[src/rtl/melody_sequencer.sv]
// melody_sequencer
// Alarm-melody sequencer feeding the square-wave tone generator. A start pulse
// steps through a fixed 8-entry note table. Each entry drives a half-period
// divider and tone enable for its duration, followed by a silent gap. The
// melody plays `repeats` passes, or loops until stop when repeats is 0.
//
// Parameters
//   TICK_DIV  clk cycles per 1 ms tick
//   GAP_MS    silent gap after every table entry, in ms ticks (>= 1)
//
// Ports
//   clk          in   1   system clock
//   reset        in   1   synchronous, active-high reset
//   start        in   1   1-cycle pulse; begins playback when idle
//   stop         in   1   abort playback (level or pulse)
//   repeats      in   4   passes to play, sampled on accepted start; 0 = loop
//   clk_divider  out  16  half-period reload value for the tone generator
//   tone_en      out  1   tone audible
//   busy         out  1   high from accepted start until done or stop
//   note_idx     out  3   table entry currently playing
//   done         out  1   1-cycle pulse when all passes complete normally
module melody_sequencer #(
  parameter int TICK_DIV = 100000,
  parameter int GAP_MS   = 20
) (
  input  logic        clk,
  input  logic        reset,
  input  logic        start,
  input  logic        stop,
  input  logic [3:0]  repeats,
  output logic [15:0] clk_divider,
  output logic        tone_en,
  output logic        busy,
  output logic [2:0]  note_idx,
  output logic        done
);

  localparam int PW = (TICK_DIV > 1) ? $clog2(TICK_DIV) : 1;
  localparam logic [PW-1:0] PRESC_LAST = PW'(TICK_DIV - 1);
  localparam logic [9:0]    GAP_LAST   = 10'(GAP_MS - 1);

  typedef enum logic [1:0] {IDLE, PLAY, GAP, DONE} state_t;

  state_t          state_q, state_d;
  logic [PW-1:0]   presc_q, presc_d;
  logic [9:0]      ms_q, ms_d;
  logic [3:0]      pass_q, pass_d;
  logic [2:0]      idx_d;
  logic [15:0]     div_d;
  logic            tone_d, busy_d, done_d;
  logic            timing, ms_tick;

  // Divider of each table entry; 0 marks a REST.
  function automatic logic [15:0] entry_div(input logic [2:0] idx);
    case (idx)
      3'd0:    entry_div = 16'd47777;
      3'd1:    entry_div = 16'd37921;
      3'd2:    entry_div = 16'd31887;
      3'd3:    entry_div = 16'd23888;
      3'd4:    entry_div = 16'd0;
      3'd5:    entry_div = 16'd31887;
      3'd6:    entry_div = 16'd23888;
      default: entry_div = 16'd0;
    endcase
  endfunction

  // Duration of each table entry in ms.
  function automatic logic [9:0] entry_dur(input logic [2:0] idx);
    case (idx)
      3'd0:    entry_dur = 10'd150;
      3'd1:    entry_dur = 10'd150;
      3'd2:    entry_dur = 10'd150;
      3'd3:    entry_dur = 10'd300;
      3'd4:    entry_dur = 10'd100;
      3'd5:    entry_dur = 10'd150;
      3'd6:    entry_dur = 10'd450;
      default: entry_dur = 10'd500;
    endcase
  endfunction

  // Next-state logic. Outputs are computed from the next state so that they
  // can be registered alongside it and line up with the state they describe.
  always_comb begin
    state_d = state_q;
    pass_d  = pass_q;
    idx_d   = note_idx;
    timing  = (state_q == PLAY) || (state_q == GAP);
    ms_tick = timing && (presc_q == PRESC_LAST);
    presc_d = (!timing || ms_tick) ? '0 : presc_q + 1'b1;
    ms_d    = !timing ? 10'd0 : (ms_tick ? ms_q + 10'd1 : ms_q);

    case (state_q)
      IDLE: begin
        if (start && !stop) begin
          state_d = PLAY;
          pass_d  = repeats;
          idx_d   = 3'd0;
        end
      end
      PLAY: begin
        if (stop)
          state_d = IDLE;
        else if (ms_tick && (ms_q == entry_dur(note_idx) - 10'd1))
          state_d = GAP;
      end
      GAP: begin
        if (stop)
          state_d = IDLE;
        else if (ms_tick && (ms_q == GAP_LAST)) begin
          if (note_idx != 3'd7) begin
            idx_d   = note_idx + 3'd1;
            state_d = PLAY;
          end else if (pass_q != 4'd1) begin
            // A pass count of 0 means loop forever, so it never decrements.
            if (pass_q != 4'd0)
              pass_d = pass_q - 4'd1;
            idx_d   = 3'd0;
            state_d = PLAY;
          end else begin
            state_d = DONE;
          end
        end
      end
      default: state_d = IDLE;
    endcase

    // Every state entry restarts the ms timebase so spans are exact multiples.
    if (state_d != state_q) begin
      presc_d = '0;
      ms_d    = 10'd0;
    end

    busy_d = (state_d == PLAY) || (state_d == GAP);
    done_d = (state_d == DONE);
    if (!busy_d)
      idx_d = 3'd0;
    tone_d = (state_d == PLAY) && (entry_div(idx_d) != 16'd0);
    case (state_d)
      PLAY:    div_d = entry_div(idx_d);
      GAP:     div_d = clk_divider;
      default: div_d = 16'd0;
    endcase
  end

  // State, counters and registered outputs.
  always_ff @(posedge clk) begin
    if (reset) begin
      state_q     <= IDLE;
      presc_q     <= '0;
      ms_q        <= 10'd0;
      pass_q      <= 4'd0;
      note_idx    <= 3'd0;
      clk_divider <= 16'd0;
      tone_en     <= 1'b0;
      busy        <= 1'b0;
      done        <= 1'b0;
    end else begin
      state_q     <= state_d;
      presc_q     <= presc_d;
      ms_q        <= ms_d;
      pass_q      <= pass_d;
      note_idx    <= idx_d;
      clk_divider <= div_d;
      tone_en     <= tone_d;
      busy        <= busy_d;
      done        <= done_d;
    end
  end

endmodule

[config.mk]
export PLATFORM = sky130hd
export DESIGN_NAME = melody_sequencer
export DESIGN_NICKNAME = d
export VERILOG_FILES = /design/src/rtl/melody_sequencer.sv
export SDC_FILE = /design/constraint.sdc
export NUM_CORES = 1
export LEC_CHECK = 0
export CAP_MARGIN = 15
export CORE_MARGIN = 2
export CORE_UTILIZATION = 38
export CTS_CLUSTER_DIAMETER = 200
export DETAILED_ROUTE_END_ITERATION = 8
export PLACE_DENSITY = 0.66
export SETUP_SLACK_MARGIN = 0.5
export SLEW_MARGIN = 20
export SYNTH_ARGS = -nofsm -noshare
export SYNTH_HDL_FRONTEND = slang
export SYNTH_SLANG_ARGS = --single-unit
[constraint.sdc]
create_clock -name clk -period 8.87 [get_ports clk]
set_input_delay 1.774 -clock clk [delete_from_list [all_inputs] [get_ports clk]]
set_output_delay 1.774 -clock clk [all_outputs]
set_load 0.01 [all_outputs]
Yosys cells after proc, flatten, opt, wreduce, memory -nomap -nowiden
Index checks and enable logic that the tools add are counted.
{"block": "word_totals", "wordCells": 92, "output_inout_bits": 22, "in_bits": 8, "reg_bits": 55}
{"block": "classes", "reduce_logical": 22, "n_eq_ne": 28, "muxes": 27, "addsub": 5, "bitwise": 1}
{"op": "16-bit one-hot mux with 4 select lines", "count": 1}
{"op": "9-bit one-hot mux with 4 select lines", "count": 1}
{"op": "16-bit one-hot mux with 2 select lines", "count": 1}
{"op": "4-bit two-way mux", "count": 6}
{"op": "10-bit two-way mux", "count": 2}
{"op": "3-bit two-way mux", "count": 6}
{"op": "17-bit by 1-bit adder with 17-bit output (second input constant)", "count": 1}
{"op": "17-bit equality test (second input constant)", "count": 1}
{"op": "16-bit nonzero test", "count": 1}
{"op": "3-bit equality test (second input constant)", "count": 5}
{"op": "2-bit two-way mux", "count": 7}
{"op": "3-bit by 2-bit equality test with 1-bit output (second input constant)", "count": 4}
{"op": "10-bit by 1-bit adder with 10-bit output (second input constant)", "count": 1}
{"op": "10-bit equality test", "count": 1}
{"op": "10-bit by 5-bit equality test with 1-bit output (second input constant)", "count": 1}
{"op": "10-bit by 1-bit subtractor with 10-bit output (second input constant)", "count": 1}
{"op": "4-bit one-hot mux with 2 select lines", "count": 1}
{"op": "7-bit AND reduction", "count": 1}
{"op": "2-bit equality test (second input constant)", "count": 3}
{"op": "3-bit by 1-bit equality test with 1-bit output (second input constant)", "count": 2}
{"op": "3-bit logical NOT", "count": 2}
{"op": "2-bit by 1-bit != test with 1-bit output (second input constant)", "count": 3}
{"op": "2-bit != test (second input constant)", "count": 3}
{"op": "2-bit one-hot mux with 3 select lines", "count": 1}
{"op": "17 further kinds", "count": 27}

Longest topological paths before layout
{"block": "depth", "word_depth": 19, "ltp_mapped": 17, "ltp_nobuf": 14}

Worst setup path before layout
Ideal clock, no wire load.
{"block": "synth_path", "path_kind": "input port to flip-flop", "start": "input stop", "end": "register clk_divider[13]", "setup_slack_ps": 4943, "n_path_buf": 1, "setup_ps": 79, "t_required_ps": 8791, "cell_stages": 11, "t_arrival_ps": 3848, "path_cell_list": "nand2b_1 nor3_1 o21a_1 o31ai_1 a21oi_1 ha_1 nor2b_1 nand2b_1 clkbuf_1 or4b_1 o211ai_1"}
{"block": "synth_via", "elab_chain_cells": 11, "elab_cells_between_ends": 23, "cone_classes": "eq/ne: 7; mux: 10; reduce/logical: 6"}
{"element": "from (decl)", "line": "29", "rtl": "input logic stop,"}
{"element": "1-bit logical NOT", "line": "94", "rtl": "if (start && !stop) begin"}
{"element": "1-bit logical AND", "line": "94"}
{"element": "2-bit two-way mux", "line": "94"}
{"element": "2-bit one-hot mux with 3 select lines (*)", "line": "92", "rtl": "case (state_q)"}
{"element": "named net state_d[0]", "line": "44", "rtl": "state_t state_q, state_d;"}
{"element": "2-bit by 1-bit equality test with 1-bit output / 2-bit equality test (equally long branches)"}
{"element": "1-bit logical OR", "line": "133", "rtl": "busy_d = (state_d == PLAY) || (state_d == GAP);"}
{"element": "3-bit two-way mux", "line": "135", "rtl": "if (!busy_d)"}
{"element": "3-bit equality test / 3-bit by 2-bit equality test with 1-bit output (equally long branches)", "line": "55", "rtl": "case (idx)"}
{"element": "2-bit OR reduction (no source line)"}
{"element": "16-bit one-hot mux with 4 select lines", "line": "55"}
{"element": "16-bit one-hot mux with 2 select lines", "line": "138", "rtl": "case (state_d)"}
{"element": "to (signal assigned)", "line": "163", "rtl": "clk_divider <= div_d;"}
{"element": "to (decl)", "line": "31", "rtl": "output logic [15:0] clk_divider,"}
Mark *: on every way through the listed nets, which the timed path passes. The rest lies on a longest branch.
A chain may end at the register's enable or synchronous reset.

Worst setup path after layout
Same ends and word-level chain as after synthesis.

==> flow_summary.json <==
{
  "status": "finished, final reports clean",
  "ant_nets": 0,
  "reg2reg_depth": 14,
  "clock_sinks": 49,
  "final_cells": 499,
  "syn-num-nets": 407,
  "insertion_delay_ps": 300,
  "hold_viol": 0,
  "path_depth": 11,
  "core_sq_mm": 0.00830,
  "r2r_slack_ps": 4530,
  "root_buffer": "clkbuf_8",
  "path_delay_family": "simple AND/OR/NAND/NOR gates",
  "routed-via-count": 2737,
  "path_clk_slew_ps": 90,
  "cts_resized": 0,
  "drt_iter0_drc": 113,
  "ff_latch_area_sq_um": 981,
  "gp_congestion": 0.843,
  "antennaDiodeCount": 0,
  "dp_cells": 491,
  "row_count": 33,
  "fin_worst_skew_ps": 4.16,
  "post-route-cell-area_sq_mm": 0.00365,
  "ys_async_sr_fraction_pct": 0,
  "gr-total-overflow": 0,
  "hpwl_mm": 5.15,
  "reg2reg_to": "clk_divider[11]",
  "die_w_um": 97.0,
  "total_leakage_power_nw": 1.25,
  "grt_pass1_vias": 2584,
  "drive_above_1_share_pct": 7.87,
  "drc": 0,
  "portBuffers": 29,
  "period_minus_slack_ps": 4390,
  "hold_buffers": 0,
  "finalPower_mw": 0.433,
  "ys.flop_type": "dfxtp_1",
  "arrival_ps": 4620,
  "path_max_fanout": 9,
  "hold_path_class": "flop to flop",
  "synth_edf_count": 0,
  "cp.required_ps": 9100,
  "synthCells": 382,
  "fin_util_pct": 44.0,
  "antenna_found_initial": 0,
  "numCtsBuffers": 5,
  "grt_pass1_wl_mm": 12.4,
  "multi_input_area_sq_mm": 0.00206,
  "crit_end": "clk_divider[13]",
  "finalNetCount": 418,
  "relSlewSlack_pct": 30.4,
  "crit_top_cell": "nand2b_1",
  "ir_drop_uv": 89.7,
  "critPathSlowestCell": "or4b_1",
  "slew_viol_final": 0,
  "place_area_sq_mm": 0.00354,
  "timing.rr.start": "note_idx[0]",
  "grt_setup_unrepaired": "no",
  "wirelength_mm": 7.03,
  "via_per_inst": 5.48,
  "avgSynthCellArea_sq_um": 8.60,
  "synth_cell_types": 69,
  "fin_crit_sh_pct": 49.5,
  "cp_num_buf_inv": 1,
  "firstDrtPassIters": 4,
  "cts_tree": "done",
  "cts_buffer_depth": 2,
  "max_freq_mhz": 228,
  "startpoint_type": "input port",
  "io_pins": 30,
  "critPathLaunch": "stop",
  "fillers": 814,
  "grt_max_degree": 22,
  "crit_chain": "clkdlybuf4s50_1 -> nand2b_1 -> nor3_1 -> o21a_1 -> o31ai_1 -> a21oi_1 -> ha_1 -> nor2b_1 -> nand2b_1 -> or4b_1 -> o211ai_1",
  "area_growth_pct": 11.1,
  "wl_per_cell_um": 14.1,
  "cellPowerDensity_mw_per_mm2": 119,
  "end_kind": "flop",
  "htreeDepth": 2,
  "setup_tns_ps": 0,
  "maxCapViolCount": 0,
  "setup_violations": 0,
  "ys_seq_area_share_pct": 29.9,
  "ys_warn_count": 0,
  "track_usage_pct": 15.3,
  "die_area_sq_mm": 0.00940,
  "max_stage_delay_ps": 550,
  "postCtsSetupRepairBufs": 0,
  "initial_core_util_pct": 39.6,
  "worstMarginPinSlew_ps": 1040,
  "synth-seq-cells": 49,
  "synth_area_sq_mm": 0.00328,
  "die_h_um": 97.0,
  "crit_type": "input port to flop"
}
## cells by family (layout without fill, tap and decap cells)
family          count (synthesis)  after routing  synth area share [%]
simple gates                  165            165                  30.2
fa+ha+maj                      17             17                  6.48
flops                          49             49                  29.9
buf+inv                        45             57                  7.43
mux                             6              6                  1.98
compound gates                 74             74                  16.9
xor+xnor                       26             26                  7.16
## through the flow
step | setup WS (ps) | hold slack (ps)
after global placement | 4270 | 426
after global routing | 4220 | 498
after detailed placement | 4220 | 433
after CTS | 4530 | 449
final | 4480 | 444
after floorplan | 4940 | 413
## per-layer routing
layer	global-route usage (%)	routed length [um]	share of wire [%]
met1	20.8	3460	49
met2	25.2	3330	47
met3	2.89	181	2.6
met4	3.58	51	0.73
met5	0	0	0
## area by class of cell
| cell class | count | share of cell area (%) |
|---|---|---|
| clock buffers | 5 | 1.89 |
| well taps | 105 | 3.60 |
| repair buffers | 29 | 7.95 |
| flip-flops and latches | 49 | 26.9 |
| clock inverters | 3 | 1.20 |
| inverters | 20 | 2.06 |
| multi-input cells | 288 | 56.4 |
## state kept, by name, indices dropped and copies added (netlist names)
| register | count |
|---|---|
| presc_q | 17 |
| clk_divider | 10 |
| ms_q | 10 |
| pass_q | 4 |
| note_idx | 3 |
| state_q | 2 |
| busy | 1 |
| done | 1 |
| tone_en | 1 |
## cells in the mapped netlist, types with 8 or more instances
cell	n	area [sq um]
dfxtp_1	49	981
nor2_1	34	128
nand2_1	27	101
nor3_1	27	135
a21oi_1	20	100
inv_1	20	75.1
xnor2_1	19	166
ha_1	17	213
nand3_1	11	55.1
nand2b_1	10	62.6
o21ai_0	9	45.0
buf_4	8	60.1
nand4_1	8	50.1
## cell usage in the layout, fill, tap and decap left out, types with 3 or more instances in the layout
cell / count
dfxtp_1: 49
nor2_1: 34
clkdlybuf4s50_1: 29
nand2_1: 27
nor3_1: 27
inv_1: 20
a21oi_1: 20
xnor2_1: 19
ha_1: 17
nand3_1: 11
nand2b_1: 10
o21ai_0: 9
nand4_1: 8
nor2b_1: 7
xor2_1: 6
o31ai_1: 5
a21o_1: 5
and3_1: 5
a211oi_1: 5
clkbuf_8: 5
mux2i_1: 4
a31oi_1: 4
and4bb_2: 3
nor4b_4: 3
or3_1: 3
nand3b_1: 3
or4_1: 3
o211ai_1: 3
## worst min path at each step
stage                    start         end  slack [ps]  cells past startpoint
floorplan           presc_q[0]  presc_q[0]         410                      1
global placement    presc_q[0]  presc_q[0]         430                      1
detailed placement  presc_q[0]  presc_q[0]         430                      1
CTS                 presc_q[0]  presc_q[0]         450                      1
global route        presc_q[0]  presc_q[0]         500                      1
finish              presc_q[0]  presc_q[0]         440                      1
## report_power, final
part           switching [mW]  total [mW]  internal (mW)
Clock                  0.0794       0.164         0.0847
Combinational          0.0216      0.0412         0.0196
Sequential            0.00362       0.228          0.224
Total                   0.105       0.433          0.329
Power figures use the tool's default switching activity.
